`config.mk`:
```
export PLATFORM = sky130hd
export DESIGN_NAME = register_pipe_valid_flat
export DESIGN_NICKNAME = d
export VERILOG_FILES = /design/src/rtl/reg_pipe_pkg.sv /design/src/rtl/register_pipe_valid_if.sv /design/src/rtl/reg_pipe_stage.sv /design/src/rtl/register_pipe_valid.sv /design/src/flat_wrapper.sv
export SDC_FILE = /design/constraint.sdc
export NUM_CORES = 1
export LEC_CHECK = 0
export CAP_MARGIN = 15
export CORE_UTILIZATION = 52
export DETAILED_ROUTE_END_ITERATION = 6
export PLACE_DENSITY = 0.89
export RECOVER_POWER = 100
export SETUP_SLACK_MARGIN = 0.2
export SLEW_MARGIN = 20
export SYNTH_ARGS = -nofsm -noshare
export SYNTH_HDL_FRONTEND = slang
export SYNTH_SLANG_ARGS = --single-unit
```
`constraint.sdc`:
```
create_clock -name clk -period 2.8 [get_ports clk]
set_clock_uncertainty 0.1 [all_clocks]
set_input_delay 0.28 -clock clk [delete_from_list [all_inputs] [get_ports clk]]
set_output_delay 0.28 -clock clk [all_outputs]
set_load 0.005 [all_outputs]
```
`src/rtl/reg_pipe_pkg.sv`:
```
// Shared constants and helpers for the register_pipe_valid elastic pipeline.
package reg_pipe_pkg;

    localparam int DEFAULT_WIDTH = 32;
    localparam int DEFAULT_DEPTH = 2;
    // Widest data word the parity helper covers; narrower words are zero-extended.
    localparam int PARITY_MAX_W  = 256;

    function automatic int occ_width(input int depth);
        return $clog2(depth + 1);
    endfunction

    function automatic logic even_parity(input logic [PARITY_MAX_W-1:0] vec);
        return ^vec;
    endfunction

endpackage

```
`src/rtl/register_pipe_valid_if.sv`:
```
// Valid/ready/data channel; the producer side uses master, the consumer side slave.
interface register_pipe_valid_if #(
    parameter int WIDTH = 32
);
    logic             valid;
    logic             ready;
    logic [WIDTH-1:0] data;

    modport master (output valid, output data, input ready);
    modport slave  (input valid, input data, output ready);
endinterface

```
`src/rtl/reg_pipe_stage.sv`:
```
// One elastic pipeline stage: valid flag, data word and (with REG_PIPE_PARITY_EN) a parity bit.
module reg_pipe_stage
    import reg_pipe_pkg::*;
#(
    parameter int               WIDTH       = DEFAULT_WIDTH,
    parameter logic [WIDTH-1:0] RESET_VALUE = {WIDTH{1'b0}}
) (
    input  logic             clk,
    input  logic             rst_n,
    input  logic             i_flush,
    input  logic             i_load,
    input  logic             i_src_valid,
    input  logic [WIDTH-1:0] i_src_data,
`ifdef REG_PIPE_PARITY_EN
    input  logic             i_src_par,
    output logic             o_par,
`endif
    output logic             o_valid,
    output logic [WIDTH-1:0] o_data
);

    logic             r_valid;
    logic [WIDTH-1:0] r_data;

    // Valid/data update; a flush only drops the valid flag, data is left in place.
    always_ff @(posedge clk or negedge rst_n) begin
        if (!rst_n) begin
            r_valid <= 1'b0;
            r_data  <= RESET_VALUE;
        end else if (i_flush) begin
            r_valid <= 1'b0;
        end else if (i_load) begin
            r_valid <= i_src_valid;
            if (i_src_valid) begin
                r_data <= i_src_data;
            end
        end
    end

    assign o_valid = r_valid;
    assign o_data  = r_data;

`ifdef REG_PIPE_PARITY_EN
    logic r_par;

    // Parity bit travels alongside the data word under the same load rule.
    always_ff @(posedge clk or negedge rst_n) begin
        if (!rst_n) begin
            r_par <= even_parity(PARITY_MAX_W'(RESET_VALUE));
        end else if (!i_flush && i_load && i_src_valid) begin
            r_par <= i_src_par;
        end
    end

    assign o_par = r_par;
`endif

endmodule

```
`src/rtl/register_pipe_valid.sv`:
```
// DEPTH-stage elastic valid/ready register pipe with bubble collapsing, flush and occupancy.
// Optional stored-parity checking is enabled by defining REG_PIPE_PARITY_EN.
module register_pipe_valid
    import reg_pipe_pkg::*;
#(
    parameter int               WIDTH       = DEFAULT_WIDTH,
    parameter int               DEPTH       = DEFAULT_DEPTH,
    parameter logic [WIDTH-1:0] RESET_VALUE = {WIDTH{1'b0}},
    localparam int              OCC_W       = occ_width(DEPTH)
) (
    input  logic                  clk,
    input  logic                  reset,
    input  logic                  flush,
    register_pipe_valid_if.slave  up,
    register_pipe_valid_if.master dn,
    output logic [OCC_W-1:0]      occupancy,
    output logic                  empty,
    output logic                  full
`ifdef REG_PIPE_PARITY_EN
    ,
    output logic                  parity_err
`endif
);

    logic [DEPTH:0]   w_rdy;
    logic [DEPTH-1:0] w_v;
    logic [DEPTH-1:0] w_src_v;
    logic [WIDTH-1:0] w_d     [DEPTH];
    logic [WIDTH-1:0] w_src_d [DEPTH];
    logic             w_in_xfer;
    logic             w_out_xfer;
    logic [OCC_W-1:0] r_occ;

`ifdef REG_PIPE_PARITY_EN
    logic [DEPTH-1:0] w_par;
    logic [DEPTH-1:0] w_src_par;
    logic             r_parity_err;
`endif

    // Ready chain: a stage can load when it is empty or its successor is moving.
    always_comb begin
        w_rdy        = {(DEPTH+1){1'b0}};
        w_rdy[DEPTH] = dn.ready;
        for (int i = DEPTH - 1; i >= 0; i--) begin
            w_rdy[i] = ~w_v[i] | w_rdy[i+1];
        end
    end

    for (genvar i = 0; i < DEPTH; i++) begin : g_stage
        if (i == 0) begin : g_head
            assign w_src_v[i] = up.valid;
            assign w_src_d[i] = up.data;
`ifdef REG_PIPE_PARITY_EN
            assign w_src_par[i] = even_parity(PARITY_MAX_W'(up.data));
`endif
        end else begin : g_body
            assign w_src_v[i] = w_v[i-1];
            assign w_src_d[i] = w_d[i-1];
`ifdef REG_PIPE_PARITY_EN
            assign w_src_par[i] = w_par[i-1];
`endif
        end

        reg_pipe_stage #(
            .WIDTH       (WIDTH),
            .RESET_VALUE (RESET_VALUE)
        ) u_stage (
            .clk         (clk),
            .rst_n       (reset),
            .i_flush     (flush),
            .i_load      (w_rdy[i]),
            .i_src_valid (w_src_v[i]),
            .i_src_data  (w_src_d[i]),
`ifdef REG_PIPE_PARITY_EN
            .i_src_par   (w_src_par[i]),
            .o_par       (w_par[i]),
`endif
            .o_valid     (w_v[i]),
            .o_data      (w_d[i])
        );
    end

    assign up.ready   = w_rdy[0] & ~flush & reset;
    assign dn.valid   = w_v[DEPTH-1] & ~flush;
    assign dn.data    = w_d[DEPTH-1];
    assign w_in_xfer  = up.valid & up.ready;
    assign w_out_xfer = dn.valid & dn.ready;

    // Occupancy tracks accepted-minus-delivered items; flush empties the pipe.
    always_ff @(posedge clk or negedge reset) begin
        if (!reset) begin
            r_occ <= {OCC_W{1'b0}};
        end else if (flush) begin
            r_occ <= {OCC_W{1'b0}};
        end else if (w_in_xfer && !w_out_xfer) begin
            r_occ <= r_occ + OCC_W'(1);
        end else if (!w_in_xfer && w_out_xfer) begin
            r_occ <= r_occ - OCC_W'(1);
        end
    end

    assign occupancy = r_occ;
    assign empty     = (r_occ == {OCC_W{1'b0}});
    assign full      = (r_occ == OCC_W'(DEPTH));

`ifdef REG_PIPE_PARITY_EN
    // Sticky error: only reset clears it, flush deliberately does not.
    always_ff @(posedge clk or negedge reset) begin
        if (!reset) begin
            r_parity_err <= 1'b0;
        end else if (w_out_xfer &&
                     (even_parity(PARITY_MAX_W'(dn.data)) != w_par[DEPTH-1])) begin
            r_parity_err <= 1'b1;
        end
    end

    assign parity_err = r_parity_err;
`endif

endmodule

```
`src/flat_wrapper.sv`:
```
// flat-port wrapper written by rule: the top's interface ports become plain ports
module register_pipe_valid_flat import reg_pipe_pkg::*;
#(
    parameter int               WIDTH       = DEFAULT_WIDTH,
    parameter int               DEPTH       = DEFAULT_DEPTH,
    parameter logic [WIDTH-1:0] RESET_VALUE = {WIDTH{1'b0}},
    localparam int              OCC_W       = occ_width(DEPTH)
)
  (clk, reset, flush, occupancy, empty, full, up_valid, up_data, up_ready, dn_valid, dn_data, dn_ready);
  register_pipe_valid_if #(.WIDTH(WIDTH)) up_i ();
  register_pipe_valid_if #(.WIDTH(WIDTH)) dn_i ();
  input  logic clk;
  input  logic reset;
  input  logic flush;
  output logic [OCC_W-1:0] occupancy;
  output logic empty;
  output logic full;
  input wire logic [$bits(up_i.valid)-1:0] up_valid;
  input wire logic [$bits(up_i.data)-1:0] up_data;
  output wire logic [$bits(up_i.ready)-1:0] up_ready;
  output wire logic [$bits(dn_i.valid)-1:0] dn_valid;
  output wire logic [$bits(dn_i.data)-1:0] dn_data;
  input wire logic [$bits(dn_i.ready)-1:0] dn_ready;
  assign up_i.valid = up_valid;
  assign up_i.data = up_data;
  assign up_ready = up_i.ready;
  assign dn_valid = dn_i.valid;
  assign dn_data = dn_i.data;
  assign dn_i.ready = dn_ready;
  register_pipe_valid #(.WIDTH(WIDTH), .DEPTH(DEPTH), .RESET_VALUE(RESET_VALUE)) u_core (.clk(clk), .reset(reset), .flush(flush), .up(up_i), .dn(dn_i), .occupancy(occupancy), .empty(empty), .full(full));
endmodule
```
After elaboration in Yosys (flattened, before gate mapping)
Cells that the tools add are included.
- register bits: 68
- logic and storage cells: 35
- muxes and demuxes: 7
- bitwise operators: 10
- reductions and logical operators: 10
- equal/unequal tests: 1
- $add $sub $neg: 2
- operators with widths (kind ; count):
    $mux 2 ; 3
    $reduce_and 3->1 ; 2
    $and 1x1->1 ; 5
    $mux 1 ; 4
    $reduce_bool 2->1 ; 2
    $not 1->1 ; 3
    $reduce_bool 3->1 ; 1
    $add 2x1->2 const B ; 1
    $eq 2x2->1 const B ; 1
    $logic_and 1x1->1 ; 2
    $logic_not 1->1 ; 2
    $logic_not 2->1 ; 1
    $or 1x1->1 ; 2
    $sub 2x1->2 const B ; 1

Depth between registers and ports, before layout
- depth after elaboration: 11
- mapped depth: 5
- depth with buffers taken out: 3

By module
From an unflattened synthesis, not the netlist that was laid out.
- cell total of the unflattened synthesis: 164
- area, all modules: 2917.8 µm²
- modules (own cells, without submodules) (module ; cells an instance ; seq. area each (µm²) ; area each (µm²) ; instances):
    reg_pipe_stage ; 71 ; 825.8 ; 1366.3 ; 2
    register_pipe_valid ; 22 ; 50.0 ; 185.2 ; 1

Worst setup path before layout
OpenSTA, ideal clock, no wires.
- path type: reg-to-reg
- start: register u_core.g_stage[1].u_stage.r_valid
- end: register u_core.g_stage[1].u_stage.r_data[10]
- stages on the path, launching flop included: 6
- setup slack: 1.139 ns
- buffers on the path: 2
- clock period less this slack: 1.661 ns
- library setup time: 0.125 ns
- arrival: 1.436 ns
- cells stage by stage: dfrtp_1 nor2b_4 or3b_1 buf_6 buf_12 mux2_4
- longest elaborated chain between the ends: 3
- ends and longest elaborated chain (item ; RTL line ; source):
    start, declared ; reg_pipe_stage.sv:22 ; logic r_valid;
    start signal, assigned ; reg_pipe_stage.sv:33 ; r_valid <= i_src_valid;
    $not 1->1 ; register_pipe_valid.sv:45 ; w_rdy[i] = ~w_v[i] | w_rdy[i+1];
    $or 1x1->1 ; register_pipe_valid.sv:45 ;
    $reduce_and 3->1 (no source line) ; -- ;
    end signal, assigned ; reg_pipe_stage.sv:35 ; r_data <= i_src_data;
    end, declared ; reg_pipe_stage.sv:23 ; logic [WIDTH-1:0] r_data;
Every way passes these cells.
A chain may end at the register's enable or synchronous reset.

Final worst setup path
- start: input port reset
- end: output port up_ready
- longest elaborated chain between the ends: 1
- ends and longest elaborated chain (item ; RTL line ; source):
    start, declared ; flat_wrapper.sv:13 ; input logic reset;
    $and 1x1->1 ; register_pipe_valid.sv:83 ; assign up.ready = w_rdy[0] & ~flush & reset;
    end, declared ; flat_wrapper.sv:20 ; output wire logic [$bits(up_i.ready)-1:0] up_ready;
Every way passes these cells.

==> results.sh <==
export IMPL_cts_inserted_buffers=9
export IMPL_die_w_um=75.4
export IMPL_synth_area_leaders="dfrtp_1, mux2_4, mux2_2"
export IMPL_reg2reg_depth=3
export IMPL_drive_gt1_frac=0.226
export IMPL_max_cap_violations=0
export IMPL_cts_tree="yes"
export IMPL_grt_overflow_total=0
export IMPL_setup_ws_ns=0.305
export IMPL_synth_fp_nets=203
export IMPL_die_area_um2=5690
export IMPL_placed_area_um2=3550
export IMPL_area_growth_pct=31.8
export IMPL_fin_total_pwr_mw=2.85
export IMPL_clockBufferDepth=2
export IMPL_critical_path_class="primary input to output port"
export IMPL_fmaxAchievable_mhz=401
export IMPL_grt_pass1_vias=1569
export IMPL_drt_pass1_iterations=4
export IMPL_avgRoutedWirePerCell_um=15.1
export IMPL_drtIter0Drc=82
export IMPL_power_density_nw_per_um2=772
export IMPL_grt_setup_unrepaired="no"
export IMPL_busiest_layer="met2"
export IMPL_synth_edf_count=0
export IMPL_ys_seq_area_frac=0.607
export IMPL_max_slew_worst_pin_slew_ns=1.30
export IMPL_hold_worst_slack_ns=0.281
export IMPL_place_ws_ns=0.556
export IMPL_reg2reg_slack_ns=0.38
export IMPL_critPathRequiredTime_ns=2.42
export IMPL_grt_pass1_wl_um=7760
export IMPL_crit_family="buffers and inverters"
export IMPL_endpoint_kind="output port"
export IMPL_peakVddDrop_mv=0.431
export IMPL_port_buffer_count=74
export IMPL_ys_seq_elements=68
export IMPL_rows=26
export IMPL_diodes=0
export IMPL_synth_cells=166
export IMPL_utilization=0.718
export IMPL_synthArstFlopShare=1.00
export IMPL_leakage_nw=1.62
export IMPL_crit_path_top_delay_cell="dlygate4sd3_1"
export IMPL_dp_cells=305
export IMPL_synth_most_common_cell="dfrtp_1"
export IMPL_io_pins=75
export IMPL_setup_viol=0
export IMPL_yosysTopAreaCellShare=0.607
export IMPL_h_tree_depth=3
export IMPL_cts_reportedPaths_clkPinSlew_ns=0.07
export IMPL_clock_root_buffer="clkbuf_8"
export IMPL_grt_max_degree=67
export IMPL_rr_startpoint="u_core.g_stage[1].u_stage.o_valid$_DFFE_PN0P_"
export IMPL_die_h_um=75.4
export IMPL_final_fill_count=389
export IMPL_grt_util_met3=0.0529
export IMPL_dpl_hpwl_um=3280
export IMPL_cts_setup_buffers=0
export IMPL_relSlewSlack=0.131
export IMPL_status="finished, final reports clean"
export IMPL_cpPeakStageDelay_ns=0.62
export IMPL_critPathArrivalTime_ns=2.11
export IMPL_antenna_found_initial=0
export IMPL_crit_top_cell="dlygate4sd3_1"
export IMPL_gp_congestion=0.758
export IMPL_grt_use_met1=0.251
export IMPL_clk_latency_ns=0.33
export IMPL_ys_flop_type="dfrtp_1"
export IMPL_avgSynthCellArea_um2=16.9
export IMPL_synthesis_area_um2=2800
export IMPL_report_final_slew_viol_count=0
export IMPL_yosys_cell_types_count=22
export IMPL_viasPerCell=4.98
export IMPL_final_cells=322
export IMPL_use_met2=0.305
export IMPL_worstPathCellList="dlygate4sd3_1 > clkbuf_1 > inv_1 > a211oi_1 > dlygate4sd3_1"
export IMPL_reg2reg_to="u_core.g_stage[0].u_stage.o_data[20]$_DFFE_PN0P_"
export IMPL_drcViolationCount=0
export IMPL_nNetsFinal=284
export IMPL_worstSetupStartpointType="primary input"
export IMPL_final_cell_area_um2=3690
export IMPL_ant_nets=0
export IMPL_period_needed_ns=2.49
export IMPL_ys_warnings_count=0
export IMPL_path_max_fanout=6
export IMPL_hp_class="primary input to asynchronous set/reset pin"
export IMPL_synthTopCellsByCount="dfrtp_1, mux2_2, mux2_4"
export IMPL_start_util=0.545
export IMPL_tns_ns=0
export IMPL_hold_violations=0
export IMPL_synth_top_area_cell="dfrtp_1"
export IMPL_totalWireLength_um=4860
export IMPL_fin_crit_sh=0.891
export IMPL_grt_usage=0.193
export IMPL_coreArea_um2=5140
export IMPL_routed_via_count=1602
export IMPL_clock_sinks=68
export IMPL_cp_buffers_inverters=4
logic make-up (layout without fill, tap and decap cells):
family,after synthesis,count (layout),synth area share
DFF,68,68,0.607
muxes,67,67,0.309
and+or+nand+nor,16,16,0.0348
buffers and inverters,10,96,0.0362
AOI/OAI and AO/OA,5,5,0.0125
power by group:
group          internal, mW  switching (mW)  leakage [nW]
Clock                 0.639           0.344         0.127
Combinational         0.381           0.177         0.687
Sequential             1.20           0.112         0.810
Total                  2.22           0.632          1.62
registers in the layout (all words and copies together) (netlist names):
signal,count
u_core.occupancy,2
u_core.g_stage.u_stage.o_valid,2
u_core.g_stage.u_stage.o_data,64
routing by layer:
| metal | routed length [um] | up-vias |
|---|---|---|
| met3 | 255 | 8 |
| met2 | 2360 | 51 |
| met1 | 2140 | 802 |
| met5 | 0 | - |
| met4 | 97 | 0 |
| li1 | - | 741 |
worst max-delay path by stage:
stage,start,endpoint,cells past startpoint
CTS,reset,up_ready,5
finish,reset,up_ready,5
detailed placement,dn_ready,u_core.g_stage[0].u_stage.o_data[20]$_DFFE_PN0P_,4
global placement,dn_ready,u_core.g_stage[0].u_stage.o_data[1]$_DFFE_PN0P_,4
global route,reset,up_ready,5
floorplan,u_core.g_stage[1].u_stage.o_valid$_DFFE_PN0P_,u_core.g_stage[1].u_stage.o_data[10]$_DFFE_PN0P_,5
placed cells by master, fill, tap and decap left out:
| cell | n |
|---|---|
| clkinv_2 | 1 |
| mux2_1 | 28 |
| bufinv_16 | 3 |
| dlygate4sd3_1 | 39 |
| or3b_2 | 1 |
| dfrtp_1 | 68 |
| buf_4 | 1 |
| and2_2 | 1 |
| and3_1 | 1 |
| a22oi_1 | 1 |
| mux2_2 | 36 |
| and3b_2 | 1 |
| a211oi_1 | 1 |
| nand2_1 | 1 |
| mux2_4 | 2 |
| nor2_1 | 6 |
| clkbuf_1 | 4 |
| clkbuf_8 | 11 |
| clkdlybuf4s50_1 | 35 |
| inv_1 | 2 |
| a211o_1 | 1 |
| nor2b_1 | 5 |
| mux2i_1 | 1 |
| o21ai_0 | 1 |
| a21oi_1 | 1 |
area by class of cell:
| class | instances | area [um^2] | area share |
|---|---|---|---|
| multi-input cells | 88 | 885 | 0.240 |
| clock inverters | 4 | 95.1 | 0.0258 |
| inverters | 2 | 7.51 | 0.00203 |
| repair buffers | 78 | 759 | 0.206 |
| flip-flops and latches | 68 | 1700 | 0.461 |
| clock buffers | 12 | 155 | 0.0420 |
| well taps | 70 | 87.6 | 0.0237 |
repair_timing:
item	in CTS	in global routing
resized for setup	0	0
hold endpoints to repair	2	0
hold buffers	1	0
Note: power is estimated with default switching activity, not from simulation.
